## src/rtl/path_selector_n.sv

```systemverilog
// Pipelined minimum-metric path selector: binary compare tree with one register stage per level.
// Define PATH_SELECTOR_METRIC_OUT_EN to add out_metric carrying the winning metric.
module path_selector_n #(
  parameter int NUM_STATES = 4,
  parameter int METRIC_W = 4,
  parameter int PATH_W = 8,
  parameter int TAG_W = 3,
  localparam int L = $clog2(NUM_STATES),
  localparam int S = (L < 1) ? 1 : L
) (
  input  logic                           clk,
  input  logic                           rst,
  input  logic [NUM_STATES*PATH_W-1:0]   paths_in,
  input  logic [NUM_STATES*METRIC_W-1:0] metrics_in,
  input  logic [TAG_W-1:0]               tag_in,
  input  logic                           valid_in,
  output logic                           ready_in,
  output logic [PATH_W-1:0]              out_path,
  output logic [S-1:0]                   out_state,
  output logic [TAG_W-1:0]               out_tag,
  output logic                           out_valid,
  input  logic                           out_ready
`ifdef PATH_SELECTOR_METRIC_OUT_EN
  ,
  output logic [METRIC_W-1:0]            out_metric
`endif
);

  // Registered entries of levels 1..L, packed level after level; the last one is the output stage.
  localparam int NR = NUM_STATES - 1;
  // Compare sources of levels 0..L-1: the input states followed by registered entries.
  localparam int NC = 2*NUM_STATES - 2;

`ifdef PATH_SELECTOR_METRIC_OUT_EN
  localparam bit KEEP_FINAL_METRIC = 1'b1;
`else
  localparam bit KEEP_FINAL_METRIC = 1'b0;
`endif

  function automatic int cur_base(input int lvl);
    return 2*NUM_STATES - 2*(NUM_STATES >> lvl);
  endfunction

  function automatic int reg_base(input int lvl);
    return NUM_STATES - 2*(NUM_STATES >> lvl);
  endfunction

  logic [METRIC_W-1:0] q_met [NR];
  logic [PATH_W-1:0]   q_pth [NR];
  logic [S-1:0]        q_idx [NR];

  logic [METRIC_W-1:0] d_met [NR];
  logic [PATH_W-1:0]   d_pth [NR];
  logic [S-1:0]        d_idx [NR];

  logic [METRIC_W-1:0] cur_met [NC];
  logic [PATH_W-1:0]   cur_pth [NC];
  logic [S-1:0]        cur_idx [NC];

  logic [TAG_W-1:0]    tag_q [L];
  logic [L-1:0]        vld_q;
  logic [L-1:0]        src_vld;
  logic [L-1:0]        load;
  logic                advance;

  assign advance   = !vld_q[L-1] || out_ready;
  assign ready_in  = advance;
  assign src_vld   = L'({vld_q, valid_in});
  // Data only moves with a valid bundle, so bubbles leave stage contents and outputs untouched.
  assign load      = advance ? src_vld : '0;

  assign out_valid = vld_q[L-1];
  assign out_path  = q_pth[NR-1];
  assign out_state = q_idx[NR-1];
  assign out_tag   = tag_q[L-1];
`ifdef PATH_SELECTOR_METRIC_OUT_EN
  assign out_metric = q_met[NR-1];
`endif

  always_comb begin
    for (int i = 0; i < NC; i++) begin
      cur_met[i] = '0;
      cur_pth[i] = '0;
      cur_idx[i] = '0;
    end
    for (int i = 0; i < NUM_STATES; i++) begin
      cur_met[i] = metrics_in[i*METRIC_W +: METRIC_W];
      cur_pth[i] = paths_in[i*PATH_W +: PATH_W];
    end
    for (int k = 0; k < NR - 1; k++) begin
      cur_met[NUM_STATES + k] = q_met[k];
      cur_pth[NUM_STATES + k] = q_pth[k];
      cur_idx[NUM_STATES + k] = q_idx[k];
    end
  end

  // Pairwise compare; <= keeps the lower-indexed child on ties, and the index gains its top bit here.
  always_comb begin
    for (int k = 0; k < NR; k++) begin
      d_met[k] = '0;
      d_pth[k] = '0;
      d_idx[k] = '0;
    end
    for (int lvl = 1; lvl <= L; lvl++) begin
      for (int j = 0; j < (NUM_STATES >> lvl); j++) begin
        if (cur_met[cur_base(lvl-1) + 2*j] <= cur_met[cur_base(lvl-1) + 2*j + 1]) begin
          d_met[reg_base(lvl) + j] = cur_met[cur_base(lvl-1) + 2*j];
          d_pth[reg_base(lvl) + j] = cur_pth[cur_base(lvl-1) + 2*j];
          d_idx[reg_base(lvl) + j] = cur_idx[cur_base(lvl-1) + 2*j];
        end else begin
          d_met[reg_base(lvl) + j] = cur_met[cur_base(lvl-1) + 2*j + 1];
          d_pth[reg_base(lvl) + j] = cur_pth[cur_base(lvl-1) + 2*j + 1];
          d_idx[reg_base(lvl) + j] = cur_idx[cur_base(lvl-1) + 2*j + 1] | (S'(1) << (lvl - 1));
        end
      end
    end
  end

  always_ff @(posedge clk or posedge rst) begin
    if (rst) begin
      vld_q <= '0;
    end else if (advance) begin
      vld_q <= src_vld;
    end
  end

  for (genvar s = 0; s < L; s++) begin : g_tag
    logic [TAG_W-1:0] tag_src;
    if (s == 0) begin : g_src_in
      assign tag_src = tag_in;
    end else begin : g_src_prev
      assign tag_src = tag_q[s-1];
    end

    always_ff @(posedge clk or posedge rst) begin
      if (rst) begin
        tag_q[s] <= '0;
      end else if (load[s]) begin
        tag_q[s] <= tag_src;
      end
    end
  end

  for (genvar lv = 1; lv <= L; lv++) begin : g_level
    for (genvar j = 0; j < (NUM_STATES >> lv); j++) begin : g_entry
      localparam int K = reg_base(lv) + j;

      always_ff @(posedge clk or posedge rst) begin
        if (rst) begin
          q_pth[K] <= '0;
          q_idx[K] <= '0;
        end else if (load[lv-1]) begin
          q_pth[K] <= d_pth[K];
          q_idx[K] <= d_idx[K];
        end
      end

      // The output stage only keeps a metric when it is exported.
      if (lv < L || KEEP_FINAL_METRIC) begin : g_metric
        always_ff @(posedge clk or posedge rst) begin
          if (rst) begin
            q_met[K] <= '0;
          end else if (load[lv-1]) begin
            q_met[K] <= d_met[K];
          end
        end
      end
    end
  end

endmodule

```

## config.mk

```make
export PLATFORM = sky130hd
export DESIGN_NAME = path_selector_n
export DESIGN_NICKNAME = d
export VERILOG_FILES = /design/src/rtl/path_selector_n.sv
export SDC_FILE = /design/constraint.sdc
export NUM_CORES = 1
export LEC_CHECK = 0
export CAP_MARGIN = 30
export CELL_PAD_IN_SITES_DETAIL_PLACEMENT = 1
export CELL_PAD_IN_SITES_GLOBAL_PLACEMENT = 1
export CORE_UTILIZATION = 39
export CTS_BUF_LIST = sky130_fd_sc_hd__clkbuf_16
export CTS_CLUSTER_SIZE = 8
export DETAILED_ROUTE_END_ITERATION = 7
export GPL_ROUTABILITY_DRIVEN = 1
export GPL_TIMING_DRIVEN = 1
export PLACE_DENSITY_LB_ADDON = 0.1
export SYNTH_ARGS = -nofsm -noshare
export SYNTH_HDL_FRONTEND = slang
export SYNTH_SLANG_ARGS = --single-unit
export TNS_END_PERCENT = 100
```

## constraint.sdc

```tcl
create_clock -name clk -period 2.5 [get_ports clk]
set_input_delay 0.5 -clock clk [delete_from_list [all_inputs] [get_ports clk]]
set_output_delay 0.5 -clock clk [all_outputs]
set_load 0.05 [all_outputs]
```

==> results of run 1 <==
==> registers in the layout, indices dropped and copies added (netlist names) <==
signal and count:
out_path 8, out_state 2, vld_q 2, g_tag.tag_src 3, cur_idx 2, cur_met 8, cur_pth 16, out_tag 3
==> per-stage QoR <==
step | std cells | util | total power, mW
2_1_floorplan | 247 | - | 1.91
3_3_place_gp | 383 | 0.533 | 2.30
3_5_place_dp | 383 | 0.533 | 2.34
4_1_cts | 391 | 0.560 | 3.09
5_1_grt | 391 | 0.560 | 3.22
6_report | 391 | 0.560 | 3.06
==> cell usage in the layout, fill, tap and decap left out, types with 2 or more instances in the layout <==
master,synthesis,routed
dfrtp_1,44,44
clkdlybuf4s50_1,0,68
o31a_2,3,3
o21ai_2,2,2
ha_1,12,12
mux2i_1,9,9
a21oi_1,29,29
a41oi_1,18,18
nand2_1,15,15
o21ai_1,5,5
buf_4,4,8
inv_1,14,14
o21ai_0,20,20
o31a_1,3,3
or2_1,2,2
a211oi_2,3,3
a22oi_1,4,4
nand2_2,2,2
nor2_1,30,30
nand4_2,2,2
o31ai_1,2,2
clkbuf_16,0,5
mux2_2,4,4
==> cell type report <==
| cell class | count | area (µm²) | area share |
|---|---|---|---|
| clock buffers | 5 | 125 | 0.0375 |
| clock inverters | 3 | 38.8 | 0.0116 |
| inverters | 14 | 52.6 | 0.0157 |
| multi-input cells | 173 | 1160 | 0.349 |
| flip-flops and latches | 44 | 1100 | 0.330 |
| well taps | 75 | 93.8 | 0.0281 |
| repair buffers | 77 | 761 | 0.228 |
==> worst max-delay path, cell delays in order <==
cell and delay (ns):
clkdlybuf4s50_1 0.47, inv_1 0.05, ha_1 0.30, or2_1 0.33
nand2_2 0.27, o31a_1 0.31, a22oi_1 0.16
==> report_power, final <==
| group | switching, mW | internal [mW] | total (mW) |
|---|---|---|---|
| registers | 0.107 | 0.908 | 1.02 |
| clock network | 0.265 | 0.466 | 0.731 |
| logic | 0.792 | 0.521 | 1.31 |
==> per-layer routing <==
metal  vias to the layer above  track usage
li1                       1034            -
met1                      1027        0.279
met3                         4       0.0270
met2                        38        0.410
met5                         -            0
met4                         0       0.0679
==> worst max path at each step <==
stage	from	end	slack [ns]
global placement	metrics_in[0]	cur_met[7]$_DFFE_PP0P_	0.14
floorplan	vld_q[1]$_DFFE_PP0N_	out_state[1]$_DFFE_PP0P_	0.79
detailed placement	metrics_in[15]	cur_met[2]$_DFFE_PP0P_	0.05
global route	metrics_in[15]	cur_met[2]$_DFFE_PP0P_	0.17
CTS	metrics_in[15]	cur_met[2]$_DFFE_PP0P_	0.33
finish	metrics_in[15]	cur_met[2]$_DFFE_PP0P_	0.31
==> logic make-up after synthesis <==
logic type	count (synthesis)	share of synthesized area
AOI/OAI and AO/OA	92	0.254
and+or+nand+nor	56	0.109
DFF	44	0.454
buffers and inverters	30	0.0665
muxes	13	0.0557
adders and majority gates	12	0.0619
==> results_dict.tcl, run 1 <==
set metrics [dict create \
    status "completed" \
    highest_layer "met4" \
    cts_tree "yes" \
    synth_largest_area_cell "dfrtp_1" \
    worst_slew_pin_slew_ns 0.674 \
    final_layout_size_suffix_gt1_frac 0.114 \
    rows 28 \
    finalMaxSlewViolations 0 \
    start_kind "primary input" \
    place_ws_ns 0.0458 \
    ant_nets 0 \
    wl_met1_mm 2.94 \
    grt_pass1_vias 2279 \
    routedWlPerCell_um 17.2 \
    critPathArrivalTime_ns 2.39 \
    fin_skew_ns 0.00375 \
    die_h_um 80.9 \
    hp-class "reg -> reg" \
    dieArea_mm2 0.00654 \
    netlist_instances 247 \
    fin_tns_setup_ns 0 \
    setup-violations-final 0 \
    vias 2103 \
    power_density_mw_per_mm2 917 \
    wl_met3_um 158 \
    synth_seq_cells 44 \
    cts_setup_buffers 0 \
    synth-async-reset-ratio 1.00 \
    antenna_found_initial 0 \
    synth.area.top_cells "dfrtp_1 (45%), a41oi_1 (6.5%), ha_1 (6.2%)" \
    reg2reg_slack_ns 0.62 \
    p_leak_nw 1.40 \
    fillCellCount 660 \
    grtUsageTotal 0.226 \
    rsz0062_at_grt "no" \
    syn_nets 314 \
    drv_cap 0 \
    routed_wirelength_mm 6.72 \
    numCtsBuffers 5 \
    grt_pass1_wl_mm 11.1 \
    coreArea_mm2 0.00596 \
    avgSynthCellArea_um2 9.83 \
    met2_length_mm 3.56 \
    hold_buffers 0 \
    initial_core_util 0.408 \
    hp-start "vld_q[0]$_DFFE_PP0N_" \
    synth_edf_count 0 \
    portBuffers 69 \
    cp.required_ns 2.70 \
    worstSkewPairLatency_ns 0.28 \
    final_area_mm2 0.00334 \
    root_buffer "clkbuf_16" \
    min_to "vld_q[1]$_DFFE_PP0N_" \
    hold_viol 0 \
    grt_max_degree 45 \
    synthToLayoutAreaGrowth_pct 37.5 \
    netlist_area_mm2 0.00243 \
    yosys-top-cells-count "dfrtp_1 (44), nor2_1 (30), a21oi_1 (29)" \
    synth-seq-area-share 0.454 \
    setup_slack_ns 0.311 \
    clk_pin_slew_ns 0.06 \
    cp-end-kind "flip-flop" \
    nNetsFinal 382 \
    drc 0 \
    drtIter0Drc 95 \
    reg2reg_depth 7 \
    fin_hold_ws_ns 0.474 \
    ys.warnings.count 0 \
    reg2reg_from "cur_met[3]$_DFFE_PP0P_" \
    fmax_mhz 457 \
    yosysMostFrequentCell "dfrtp_1" \
    ir_drop_mv 0.647 \
    die_w_um 80.9 \
    grt-ovfl-total 0 \
    r2r_end "out_path[4]$_DFFE_PP0P_" \
    via_per_inst 5.38 \
    firstDrtPassIters 4 \
    finalCriticalPeriod_ns 2.19 \
    insertedDiodeCount 0 \
    synth-main-ff-cell "dfrtp_1" \
    hold_depth 2 \
    worst-setup-path-type "in -> reg" \
    place_congestion 0.810 \
    cts_sinks 44 \
    synth_cell_types 32 \
    hpwl_mm 4.81 \
    slew_headroom 0.551 \
    synth.top_cell.area_share 0.454 \
    placed_area_mm2 0.00317 \
    pin_count 70 \
    finalCritPeriodShare 0.876 \
    clock_path_buffers 2 \
    cts_resized 0 \
    htreeDepth 2 \
    crit_fanout 16 \
]
No activity file was read; power rests on OpenSTA's default activity.
==> run 2: changes to the inputs <==
--- a/config.mk
+++ b/config.mk
@@ -10,6 +10,7 @@
 export CELL_PAD_IN_SITES_GLOBAL_PLACEMENT = 1
 export CORE_UTILIZATION = 39
 export CTS_BUF_LIST = sky130_fd_sc_hd__clkbuf_16
+export CTS_CLUSTER_DIAMETER = 40
 export CTS_CLUSTER_SIZE = 8
 export DETAILED_ROUTE_END_ITERATION = 7
 export GPL_ROUTABILITY_DRIVEN = 1
==> results of run 2 <==
The final DEF is identical to that of run 1; final timing and power are the same.
